[src/rtl/gearbox_pkg.sv]
// Shared constants and helpers for the Interlaken 67-bit receive gearbox.
package gearbox_pkg;

    localparam int unsigned WORD_W = 67;

    localparam logic [1:0] HDR_DATA = 2'b01;
    localparam logic [1:0] HDR_CTRL = 2'b10;

    typedef enum logic [1:0] {
        ST_HUNT   = 2'd0,
        ST_VERIFY = 2'd1,
        ST_LOCK   = 2'd2
    } state_e;

    function automatic logic hdr_valid(input logic [1:0] hdr);
        return (hdr == HDR_DATA) || (hdr == HDR_CTRL);
    endfunction

endpackage

[src/rtl/word_lock_fsm.sv]
// Word-lock state machine: sync-header hunt, lock verification and error-window monitoring.
module word_lock_fsm
    import gearbox_pkg::*;
#(
    parameter int unsigned GOOD_CNT  = 64,
    parameter int unsigned WINDOW    = 64,
    parameter int unsigned BAD_LIMIT = 16
) (
    input  logic clk_i,
    input  logic rst_i,
    input  logic cand_valid_i,
    input  logic hdr_ok_i,
    output logic slip_o,
    output logic locked_o
);

    localparam int unsigned GoodW = $clog2(GOOD_CNT + 1);
    localparam int unsigned WinW  = $clog2(WINDOW + 1);
    localparam int unsigned BadW  = $clog2(BAD_LIMIT + 1);

    localparam logic [GoodW-1:0] GoodLast = GoodW'(GOOD_CNT - 1);
    localparam logic [WinW-1:0]  WinLast  = WinW'(WINDOW - 1);
    localparam logic [BadW-1:0]  BadLast  = BadW'(BAD_LIMIT - 1);

    state_e           state_q;
    logic [GoodW-1:0] good_q;
    logic [WinW-1:0]  win_q;
    logic [BadW-1:0]  bad_q;
    logic             locked_q;

    // Slip must act on the same candidate, so it is decoded from the current state.
    always_comb begin
        slip_o = 1'b0;
        if (cand_valid_i && !hdr_ok_i) begin
            slip_o = (state_q != ST_LOCK) || (bad_q == BadLast);
        end
    end

    always_ff @(posedge clk_i or posedge rst_i) begin
        if (rst_i) begin
            state_q  <= ST_HUNT;
            good_q   <= '0;
            win_q    <= '0;
            bad_q    <= '0;
            locked_q <= 1'b0;
        end else if (cand_valid_i) begin
            unique case (state_q)
                ST_HUNT: begin
                    if (hdr_ok_i) begin
                        win_q <= '0;
                        bad_q <= '0;
                        if (GOOD_CNT <= 1) begin
                            state_q  <= ST_LOCK;
                            locked_q <= 1'b1;
                            good_q   <= '0;
                        end else begin
                            state_q <= ST_VERIFY;
                            good_q  <= GoodW'(1);
                        end
                    end
                end
                ST_VERIFY: begin
                    if (!hdr_ok_i) begin
                        state_q <= ST_HUNT;
                        good_q  <= '0;
                    end else if (good_q == GoodLast) begin
                        state_q  <= ST_LOCK;
                        locked_q <= 1'b1;
                        good_q   <= '0;
                        win_q    <= '0;
                        bad_q    <= '0;
                    end else begin
                        good_q <= good_q + GoodW'(1);
                    end
                end
                ST_LOCK: begin
                    // Loss of lock wins over the window clear on the same word.
                    if (!hdr_ok_i && bad_q == BadLast) begin
                        state_q  <= ST_HUNT;
                        locked_q <= 1'b0;
                        good_q   <= '0;
                        win_q    <= '0;
                        bad_q    <= '0;
                    end else if (win_q == WinLast) begin
                        win_q <= '0;
                        bad_q <= '0;
                    end else begin
                        win_q <= win_q + WinW'(1);
                        if (!hdr_ok_i) begin
                            bad_q <= bad_q + BadW'(1);
                        end
                    end
                end
                default: begin
                    state_q  <= ST_HUNT;
                    locked_q <= 1'b0;
                end
            endcase
        end
    end

    assign locked_o = locked_q;

endmodule

[src/rtl/gearbox_rx_67b.sv]
// Interlaken RX gearbox: packs IN_W-bit SERDES data into 67-bit words and slips to word lock.
module gearbox_rx_67b
    import gearbox_pkg::*;
#(
    parameter int unsigned IN_W      = 64,
    parameter int unsigned GOOD_CNT  = 64,
    parameter int unsigned WINDOW    = 64,
    parameter int unsigned BAD_LIMIT = 16
) (
    input  logic              user_clk_i,
    input  logic              reset_i,
    input  logic [IN_W-1:0]   data_in_i,
    output logic [WORD_W-1:0] data_out_o,
    output logic              data_valid_o,
    output logic              header_err_o,
    output logic              locked_o
);

    localparam int unsigned BUF_W  = WORD_W + IN_W - 1;
    localparam int unsigned FILL_W = $clog2(WORD_W + IN_W);

    // Valid bits are right-justified; the oldest one sits at index fill-1.
    logic [BUF_W-1:0]  bits_q, bits_d, ext;
    logic [FILL_W-1:0] fill_q, fill_d, fill_ext, rem;
    logic              slip_pending_q, slip_pending_d;
    logic [IN_W-1:0]   din_eff;
    logic [WORD_W-1:0] cand;
    logic              cand_valid, hdr_ok, slip, fsm_locked;

    logic [WORD_W-1:0] data_out_q;
    logic              data_valid_q, header_err_q;

    always_comb begin
        din_eff = data_in_i;
        if (slip_pending_q) begin
            din_eff[IN_W-1] = 1'b0;
            ext             = (bits_q << (IN_W - 1)) | BUF_W'(din_eff);
            fill_ext        = fill_q + FILL_W'(IN_W - 1);
        end else begin
            ext      = (bits_q << IN_W) | BUF_W'(din_eff);
            fill_ext = fill_q + FILL_W'(IN_W);
        end

        cand_valid = fill_ext >= FILL_W'(WORD_W);
        rem        = fill_ext - FILL_W'(WORD_W);
        cand       = WORD_W'(ext >> rem);
        hdr_ok     = hdr_valid(cand[WORD_W-2 -: 2]);

        bits_d         = ext;
        fill_d         = fill_ext;
        slip_pending_d = 1'b0;
        if (cand_valid) begin
            fill_d = rem;
            if (slip) begin
                if (rem != '0) begin
                    fill_d = rem - FILL_W'(1);
                end else begin
                    slip_pending_d = 1'b1;
                end
            end
        end
    end

    word_lock_fsm #(
        .GOOD_CNT (GOOD_CNT),
        .WINDOW   (WINDOW),
        .BAD_LIMIT(BAD_LIMIT)
    ) u_fsm (
        .clk_i       (user_clk_i),
        .rst_i       (reset_i),
        .cand_valid_i(cand_valid),
        .hdr_ok_i    (hdr_ok),
        .slip_o      (slip),
        .locked_o    (fsm_locked)
    );

    always_ff @(posedge user_clk_i or posedge reset_i) begin
        if (reset_i) begin
            bits_q         <= '0;
            fill_q         <= '0;
            slip_pending_q <= 1'b0;
            data_out_q     <= '0;
            data_valid_q   <= 1'b0;
            header_err_q   <= 1'b0;
        end else begin
            bits_q         <= bits_d;
            fill_q         <= fill_d;
            slip_pending_q <= slip_pending_d;
            // A slip while locked means lock is being lost, so that word gets no strobe.
            data_valid_q   <= cand_valid && fsm_locked && !slip;
            header_err_q   <= cand_valid && !hdr_ok;
            if (cand_valid) begin
                data_out_q <= cand;
            end
        end
    end

    assign data_out_o   = data_out_q;
    assign data_valid_o = data_valid_q;
    assign header_err_o = header_err_q;
    assign locked_o     = fsm_locked;

endmodule

[config.mk]
export PLATFORM = sky130hd
export DESIGN_NAME = gearbox_rx_67b
export DESIGN_NICKNAME = d
export VERILOG_FILES = /design/src/rtl/gearbox_pkg.sv /design/src/rtl/word_lock_fsm.sv /design/src/rtl/gearbox_rx_67b.sv
export SDC_FILE = /design/constraint.sdc
export NUM_CORES = 1
export LEC_CHECK = 0
export BUFFER_PORTS_ARGS = -buffer_cell sky130_fd_sc_hd__buf_4
export CAP_MARGIN = 20
export CORE_MARGIN = 3
export CORE_UTILIZATION = 40
export DETAILED_ROUTE_END_ITERATION = 12
export SKIP_CTS_REPAIR_TIMING = 1
export SLEW_MARGIN = 20
export SYNTH_ARGS = -nofsm -noshare
export SYNTH_HDL_FRONTEND = slang
export SYNTH_SLANG_ARGS = --single-unit
[constraint.sdc]
create_clock -name user_clk_i -period 7 [get_ports user_clk_i]
set_clock_uncertainty 0.15 [all_clocks]
set_input_delay 1.05 -clock user_clk_i [delete_from_list [all_inputs] [get_ports user_clk_i]]
set_output_delay 1.05 -clock user_clk_i [all_outputs]
set_load 0.005 [all_outputs]
==> flow_metrics.tcl <==
set metrics [dict create \
    layout.nets 1876 \
    drive_gt1_frac 0.183 \
    crit_type "flop to flop" \
    ys_ff_latch 167 \
    drt_pass1_iterations 5 \
    netlist_area_mm2 0.0153 \
    io_buffers 135 \
    r2r-start "fill_q[0]" \
    hold_path.class "flop to flop" \
    num_io_pins 136 \
    routed-via-count 14100 \
    yosys_warnings 0 \
    r2r_cells 17 \
    design.die.area_mm2 0.0407 \
    placedCellCount 2290 \
    crit_path_start_kind "flop" \
    stdcell_count 2323 \
    cts_buffers 17 \
    syn-num-nets 1832 \
    core-area_mm2 0.0377 \
    syn_to_final_growth_pct 13.6 \
    rsz0062_at_grt "no" \
    reg2reg_to "fill_q[7]" \
    status "complete, no violations" \
    start_util 0.407 \
    worstPathMaxFanout 21 \
    finalCritPeriodShare 0.832 \
    setup-tns-final_ps 0 \
    syn_area_per_cell_um2 8.72 \
    fp.dieH_um 202 \
    ys_seq_area_frac 0.273 \
    die_x_um 202 \
    synth_ff_type "dfrtp_1" \
    maxCapViolations 0 \
    reg2reg_slack_ps 1180 \
    drtIter0Drc 1458 \
    fin_crit_ps 5820 \
    drc_errors 0 \
    viasPerCell 6.09 \
    root_buffer "clkbuf_16" \
    grt_max_degree 96 \
    final_cell_mix "394 x mux2i_1, 227 x nand2_1, 166 x buf_4" \
    synth_edf_count 0 \
    async_flop_share 1.00 \
    cts.clk_slew.worst_paths_ps 70 \
    clk_latency_ps 480 \
    wl_per_cell_um 25.3 \
    fill_cells 3784 \
    dp.final_hpwl_um 45700 \
    gp_congestion 1.05 \
    syn_inst 1755 \
    layout_commonest_cell "mux2i_1" \
    antennaDiodeCount 0 \
    cp.required_ps 7240 \
    grtUsageTotal 0.285 \
    fmax_ghz 0.172 \
    grt_pass1_vias 13900 \
    worstPathArrival_ps 6060 \
    cts.sinks 167 \
    rows 71 \
    wirelength_um 58700 \
    htreeDepth 4 \
    grt_pass1_wl_um 88600 \
    postRouteAntennaNets 0 \
    maxSlewViolCount 0 \
    worstSetupEndpoint "fill_q[7]" \
    setup_viol 0 \
    clock_path_buffers 2 \
    cp-end-kind "flop" \
    grt_overflow_total 0 \
    finalHoldViolCount 0 \
    slew_headroom 0.165 \
    tightestPinTransition_ps 1240 \
    synth.distinct_cells 82 \
    crit_start "fill_q[0]" \
    cts_tree "built" \
    antenna_found_initial 1 \
]
per-stage QoR:
step                      instance area (µm²)  utilization  worst slack, ps  hold WS, ps
after CTS                               17400        0.461             1220          333
after floorplan                         15300            -             1280          306
after detailed placement                16800        0.445             1230          317
final                                   17400        0.462             1180          329
after global placement                  16800        0.445             1310          311
after global routing                    17400        0.462              779          352
cell usage after synthesis, types with 12 or more instances:
master    instances  area, µm²
a21oi_1          87        435
and3_1           15       93.8
or3_1            12       75.1
a211oi_1         23        173
a22o_1           36        315
nand3_1          42        210
buf_1            26       97.6
dfrtp_1         167       4180
o22ai_1          25        156
nor3_1           16       80.1
a31oi_1          17        106
buf_2            29        145
mux2_2           69        777
o211ai_1         22        165
mux2i_1         394       3940
o21ai_0         117        586
clkbuf_1         82        308
nand2_1         229        860
inv_1            18       67.6
nor2_1          120        450
mux4_2           21        473
worst min path at each step:
| stage | slack, ps | from | cells after the start | end |
|---|---|---|---|---|
| floorplan | 310 | u_fsm.bad_q[4] | 1 | u_fsm.bad_q[4] |
| global placement | 310 | data_out_o[54] | 2 | data_out_o[54] |
| detailed placement | 320 | data_out_o[54] | 2 | data_out_o[54] |
| CTS | 330 | data_out_o[54] | 2 | data_out_o[54] |
| global route | 350 | data_out_o[52] | 2 | data_out_o[52] |
| finish | 330 | data_out_o[52] | 2 | data_out_o[52] |
registers in the layout, indices dropped and copies added, names as in the netlist:
name	cells
data_valid_o	1
u_fsm.state_q	2
bits_q	67
u_fsm.locked_o	1
u_fsm.good_q	7
header_err_o	1
slip_pending_q	1
data_out_o	67
u_fsm.win_q	7
fill_q	8
u_fsm.bad_q	5
layout make-up:
class,instances,area (µm²),area share
clock buffers,18,429,0.0247
clock inverters,14,163,0.00935
inverters,19,78.8,0.00453
multi-input cells,1425,10600,0.609
repair buffers,169,1310,0.0755
well taps,511,639,0.0368
flip-flops and latches,167,4190,0.241
layer usage:
metal	wire length, µm	part of all wire	global-route usage
met5	13	0.00022	0
met4	2000	0.034	0.0949
met3	3490	0.059	0.0513
met2	28800	0.49	0.490
met1	24400	0.42	0.364
critical path, stage by stage (launching register included):
cell	delay, ps
dfrtp_4	530
inv_1	160
ha_1	260
mux2i_1	250
ha_1	330
xnor2_2	220
xor2_4	670
buf_4	340
mux2_2	370
mux2i_1	350
nor2_1	100
o311ai_1	340
o311a_2	320
xnor2_2	280
buf_4	290
nand2_4	100
or4_1	520
a21oi_1	160
logic make-up (layout without fill, tap and decap cells):
family / after synthesis / in the layout / share of synthesized area
simple gates: 486 / 486 / 0.141
mux: 486 / 486 / 0.341
flops: 167 / 167 / 0.273
fa+ha+maj: 11 / 11 / 0.00899
xor+xnor: 21 / 21 / 0.0145
compound gates: 421 / 421 / 0.178
buf+inv: 163 / 220 / 0.0440
Power is not shown: default switching activity piles up to over one toggle a cycle in this logic, so the estimate is an artifact.
